$ cat src/rtl/rr_mux4_arbiter.sv
// Round-robin arbiter sequencing a shared 4:1 data mux among four requesters.
// The owner keeps the grant up to MAX_HOLD cycles, then the grant rotates if anyone else is waiting.
module rr_mux4_arbiter #(
    parameter int DATA_W   = 8,
    parameter int MAX_HOLD = 8
) (
    input  logic                  clk,
    input  logic                  reset,
    input  logic [3:0]            req,
    input  logic [4*DATA_W-1:0]   in_data,
    output logic [3:0]            gnt,
    output logic [1:0]            sel,
    output logic [DATA_W-1:0]     out_data,
    output logic                  out_valid,
    output logic [7:0]            hold_cnt
);

    localparam logic [0:0] S_IDLE    = 1'b0;
    localparam logic [0:0] S_GRANT   = 1'b1;
    localparam logic [7:0] HOLD_LAST = 8'(MAX_HOLD - 1);

    logic [0:0] r_state;
    logic [0:0] w_stateNext;
    logic [3:0] r_gnt;
    logic [3:0] w_gntNext;
    logic [1:0] r_sel;
    logic [1:0] w_selNext;
    logic [1:0] r_ptr;
    logic [1:0] w_ptrNext;
    logic [7:0] r_hold;
    logic [7:0] w_holdNext;

    logic [1:0] w_winner;
    logic       w_found;
    logic       w_anyReq;
    logic       w_ownerReq;
    logic       w_othersReq;

    // Search starts just after the last owner, so the last owner is considered last.
    always_comb begin
        w_winner = r_ptr;
        w_found  = 1'b0;
        for (int k = 1; k <= 4; k++) begin
            if (!w_found && req[r_ptr + 2'(k)]) begin
                w_winner = r_ptr + 2'(k);
                w_found  = 1'b1;
            end
        end
    end

    assign w_anyReq    = |req;
    assign w_ownerReq  = req[r_sel];
    assign w_othersReq = |(req & ~r_gnt);

    always_comb begin
        w_stateNext = r_state;
        w_gntNext   = r_gnt;
        w_selNext   = r_sel;
        w_ptrNext   = r_ptr;
        w_holdNext  = r_hold;

        case (r_state)
            S_IDLE: begin
                if (w_anyReq) begin
                    w_stateNext = S_GRANT;
                    w_gntNext   = 4'b0001 << w_winner;
                    w_selNext   = w_winner;
                    w_ptrNext   = w_winner;
                    w_holdNext  = 8'd0;
                end
            end
            S_GRANT: begin
                if (!w_ownerReq) begin
                    w_holdNext = 8'd0;
                    if (w_anyReq) begin
                        w_gntNext = 4'b0001 << w_winner;
                        w_selNext = w_winner;
                        w_ptrNext = w_winner;
                    end else begin
                        w_stateNext = S_IDLE;
                        w_gntNext   = 4'b0000;
                    end
                end else if (r_hold == HOLD_LAST) begin
                    // Owner sits last in the search order, so any other requester wins here.
                    w_holdNext = 8'd0;
                    if (w_othersReq) begin
                        w_gntNext = 4'b0001 << w_winner;
                        w_selNext = w_winner;
                        w_ptrNext = w_winner;
                    end
                end else begin
                    w_holdNext = r_hold + 8'd1;
                end
            end
            default: begin
                w_stateNext = S_IDLE;
                w_gntNext   = 4'b0000;
                w_holdNext  = 8'd0;
            end
        endcase
    end

    always_ff @(posedge clk) begin
        if (reset) begin
            r_state <= S_IDLE;
            r_gnt   <= 4'b0000;
            r_sel   <= 2'd0;
            r_ptr   <= 2'd3;
            r_hold  <= 8'd0;
        end else begin
            r_state <= w_stateNext;
            r_gnt   <= w_gntNext;
            r_sel   <= w_selNext;
            r_ptr   <= w_ptrNext;
            r_hold  <= w_holdNext;
        end
    end

    assign gnt       = r_gnt;
    assign sel       = r_sel;
    assign hold_cnt  = r_hold;
    assign out_valid = |r_gnt;
    assign out_data  = out_valid ? in_data[r_sel*DATA_W +: DATA_W] : '0;

endmodule

$ cat config.mk
export PLATFORM = sky130hd
export DESIGN_NAME = rr_mux4_arbiter
export DESIGN_NICKNAME = d
export VERILOG_FILES = /design/src/rtl/rr_mux4_arbiter.sv
export SDC_FILE = /design/constraint.sdc
export NUM_CORES = 1
export LEC_CHECK = 0
export BUFFER_PORTS_ARGS = -buffer_cell sky130_fd_sc_hd__buf_2
export CORE_UTILIZATION = 40
export DETAILED_ROUTE_END_ITERATION = 16
export HOLD_SLACK_MARGIN = 0.12
export PLACE_DENSITY = 0.81
export REMOVE_ABC_BUFFERS = 1
export SETUP_SLACK_MARGIN = 0.4
export SLEW_MARGIN = 20
export SYNTH_ARGS = -nofsm -noshare
export SYNTH_HDL_FRONTEND = slang
export SYNTH_SLANG_ARGS = --single-unit
$ cat constraint.sdc
create_clock -name clk -period 2.5 [get_ports clk]
set_input_delay 0.125 -clock clk [delete_from_list [all_inputs] [get_ports clk]]
set_output_delay 0.125 -clock clk [all_outputs]
set_load 0.005 [all_outputs]
# Word level (Yosys, flattened, before mapping)
# Cells that the tools add are included.
# word_totals
in_bits	38
wordCells	73
register_bits	17
# classes
muxes	39
n_bitwise	3
order_cmp	5
reduce_logical	11
n_shift	2
addsub	4
n_eq_ne	4
# ops
operator	n
$mux W8	4
$shiftx A32 B6 Y8	1
$mux W2	10
$mux W4	5
$pmux W8 S2	1
$lt A2 B3 Y1 const B	5
$reduce_or A4 Y1	3
$bmux W1 S2	5
$mux W1	10
$add A8 B1 Y8 const B	1
$eq A8 B3 Y1 const B	1
$pmux W2 S2	2
$pmux W4 S2	1
$ne A3 B2 Y1 const B	2
$add A2 B2 Y2 const B	2
$and A4 B4 Y4	1
$not A4 Y4	1
$shl A1 B2 Y4 const A	1
$logic_and A1 B1 Y1	3
$logic_not A1 Y1	3
$reduce_and A3 Y1	1
$add A2 B1 Y2 const B	1
$ne A2 B2 Y1 const B	1
$pmux W1 S2	1
2 further kinds	2

# Logic depth before layout (Yosys ltp)
# depth
word_depth	18
ltp_mapped	7

# Least setup slack after synthesis
# Ideal clock, no wire load.
# synth_timing
path_kind	reg2reg
startpoint	register r_hold[0], in the netlist hold_cnt[0]
endpoint	register r_gnt[0], in the netlist gnt[0]
stages_incl_launch_ff	7
setup_ns	0.117
t_arrival_ns	1.566
path_slack_ns	0.817
n_path_buf	0
path_cell_list	dfxtp_1 -> ha_1 -> nor4b_1 -> nand2_1 -> o21ai_1 -> a21oi_1 -> a32o_1
# synth_between
elab_chain_cells	3
# synth_rtl
item	line	text
start: declaration	30	logic [7:0] r_hold;
start signal: assignment	115	r_hold <= w_holdNext;
$eq A8 B3 Y1	83	end else if (r_hold == HOLD_LAST) begin
$ne A3 B2 Y1 (no source line)	n/a	
$reduce_and A3 Y1 (no source line)	n/a	
end signal: assignment	112	r_gnt <= w_gntNext;
end: declaration	24	logic [3:0] r_gnt;
# Every way passes these cells.
# A chain may end at the register's enable or synchronous reset.

# Worst setup path in the final report
# Same ends and word-level chain as after synthesis.

==> results.sh <==
export IMPL_ant_nets=0
export IMPL_pin_count=61
export IMPL_portBuffers=60
export IMPL_ir_drop_mv=0.429
export IMPL_relSlewSlack_pct=46.8
export IMPL_fin_tns_setup_ns=0
export IMPL_first_pass_iters=4
export IMPL_rows=19
export IMPL_grt_pass1_wl_um=4320
export IMPL_fin_nets=223
export IMPL_ys_types=39
export IMPL_grt_pass1_vias=1053
export IMPL_die_w_um=55.7
export IMPL_leakage_uw=0.000680
export IMPL_postCtsSetupBuffers=0
export IMPL_start_kind="flip-flop"
export IMPL_finalSetupViolations=0
export IMPL_synth_area_sq_um=1150
export IMPL_drive_gt1_share_pct=43.7
export IMPL_max_stage_delay_ns=0.40
export IMPL_status="finished, final reports clean"
export IMPL_clkSinkCount=17
export IMPL_vias_per_cell=5.38
export IMPL_initial_core_util_pct=42.2
export IMPL_crit_chain="ha_1, nor4b_1, nand2_1, o21ai_2, a21oi_1, a32o_1"
export IMPL_synth_seq_cells=17
export IMPL_antenna_found_initial=0
export IMPL_grt_max_degree=10
export IMPL_critPathMaxFanout=5
export IMPL_cts_buffers=3
export IMPL_die_area_sq_um=3100
export IMPL_slew_violations=0
export IMPL_clock_skew_ns=0.000931
export IMPL_tritoncts="built"
export IMPL_fin_area_sq_um=1510
export IMPL_p_per_area_nw_per_um2=525
export IMPL_die_h_um=55.7
export IMPL_syn_avg_cell_area_sq_um=9.52
export IMPL_hold_viol=0
export IMPL_yosys_warnings=0
export IMPL_crit_required_ns=2.68
export IMPL_period_needed_ns=1.88
export IMPL_arrival_ns=2.06
export IMPL_period_share_pct=75.1
export IMPL_clk_latency_ns=0.28
export IMPL_cts_hold_buf=0
export IMPL_gp_congestion=0.789
export IMPL_cts_root_buf="clkbuf_4"
export IMPL_placed_cell_area_sq_um=1480
export IMPL_clkTransAtPathRegs_ns=0.09
export IMPL_layout_common_cells="60 x buf_2, 17 x dfxtp_1, 12 x nor2_1"
export IMPL_cp_end_kind="flip-flop"
export IMPL_tightest_slew_ns=0.791
export IMPL_num_antenna_cells=0
export IMPL_route_detailed_drc=0
export IMPL_area_growth_pct=31.2
export IMPL_vias=1151
export IMPL_slowest_stage="dfxtp_1"
export IMPL_max_freq_ghz=0.533
export IMPL_rsz0062_at_grt="no"
export IMPL_postSynthCellCount=121
export IMPL_critPathKind="flip-flop to flip-flop"
export IMPL_clockBufferDepth=2
export IMPL_cts_htree_levels=1
export IMPL_wl_per_cell_um=11.9
export IMPL_grt_total_usage_pct=16.9
export IMPL_drtIter0Drc=22
export IMPL_maxCapViolations=0
export IMPL_min_path_type="input pin to flip-flop"
export IMPL_yosysSeqAreaShare_pct=29.5
export IMPL_final_common_cell="buf_2"
export IMPL_drt_wl_total_um=2560
export IMPL_finalHoldWorstSlack_ns=0.151
export IMPL_coreArea_sq_um=2730
export IMPL_overflow=0
export IMPL_dpl_hpwl_um=2100
worst max-delay path: cells and delay by family (launching register included):
kind	cells	cell delay [ns]
fa+ha+maj	1	0.24
compound gates	3	0.67
simple gates	2	0.46
flops	1	0.40
final cells by class:
| class | instances | area [sq um] |
|---|---|---|
| sequential | 17 | 340 |
| fill | 248 | 1220 |
| multi-input combinational | 94 | 764 |
| timing repair buffer | 63 | 323 |
| inverter | 5 | 18.8 |
| clock buffer | 4 | 26.3 |
| tap | 31 | 38.8 |
stage by stage:
stage / utilization, % / total power (uW) / cells / worst slack [ns]
2_1_floorplan: - / 524 / 116 / 0.719
3_3_place_gp: 54.0 / 658 / 210 / 0.653
3_5_place_dp: 54.0 / 661 / 210 / 0.549
4_1_cts: 54.9 / 799 / 214 / 0.533
5_1_grt: 55.3 / 853 / 214 / 0.431
6_report: 55.3 / 793 / 214 / 0.623
metal layers:
metal  vias to the layer above  part of all wire (%)  GRT usage [%]
met4                         0                  0.47           5.00
met2                        52                    45           28.7
met5                         -                     0              0
li1                        570                     -              -
met3                         2                   9.5           4.42
met1                       527                    45           21.1
synth_stat cells, drive strengths merged:
cell      n  area [sq um]
dfxtp    17           340
nor2     13          65.1
a21oi    10          57.6
nor2b     9          56.3
mux4      8           180
nand2     7          26.3
o21ai     6          30.0
inv       5          18.8
nand2b    5          31.3
a32o      4          40.0
buf       4          35.0
nor3      4          25.0
xnor2     3          26.3
xor2      3          26.3
mux2i     2          20.0
nor4      2          12.5
o2111ai   2          17.5
o21a      2          15.0
a211oi    1          7.51
a21o      1          7.51
a221o     1          10.0
and3      1          6.26
clkbuf    1          3.75
ha        1          12.5
nand3     1          5.00
nor3b     1          7.51
nor4b     1          8.76
o2111a    1          11.3
o21bai    1          7.51
o22ai     1          20.0
or2       1          6.26
or2b      1          7.51
or4       1          7.51
state kept, by name, summed over array words and instances (netlist names):
register	cells
gnt	4
hold_cnt	8
r_ptr	2
r_state	1
sel	2
power breakdown:
part	internal, uW	total (uW)	switching (uW)	leakage (uW)
Clock	61.9	138	76.0	0.0000150
Combinational	183	332	149	0.000526
Sequential	295	323	28.1	0.000139
Total	540	793	253	0.000680
kinds of logic after synthesis:
kind of cell | synth area share, %
and+or+nand+nor | 23.0
muxes | 17.4
adders and majority gates | 1.09
AOI/OAI and AO/OA | 19.4
xor gates and xnor gates | 4.56
DFF | 29.5
buffers and inverters | 4.99
repair_timing:
item,CTS,global route
endpoints found under the hold margin,0,0
endpoints found under the setup margin,0,4
resized for setup,0,2
path summary, 6_finish.rpt:
path            endpoint  depth (start not counted)  slack [ns]   startpoint
max reg2reg       gnt[0]                          6        0.62  hold_cnt[0]
max               gnt[0]                          6        0.62  hold_cnt[0]
min               sel[1]                          2        0.15        reset
min reg2reg  hold_cnt[1]                          2        0.52  hold_cnt[1]
Note: power is estimated with default switching activity, not from simulation.
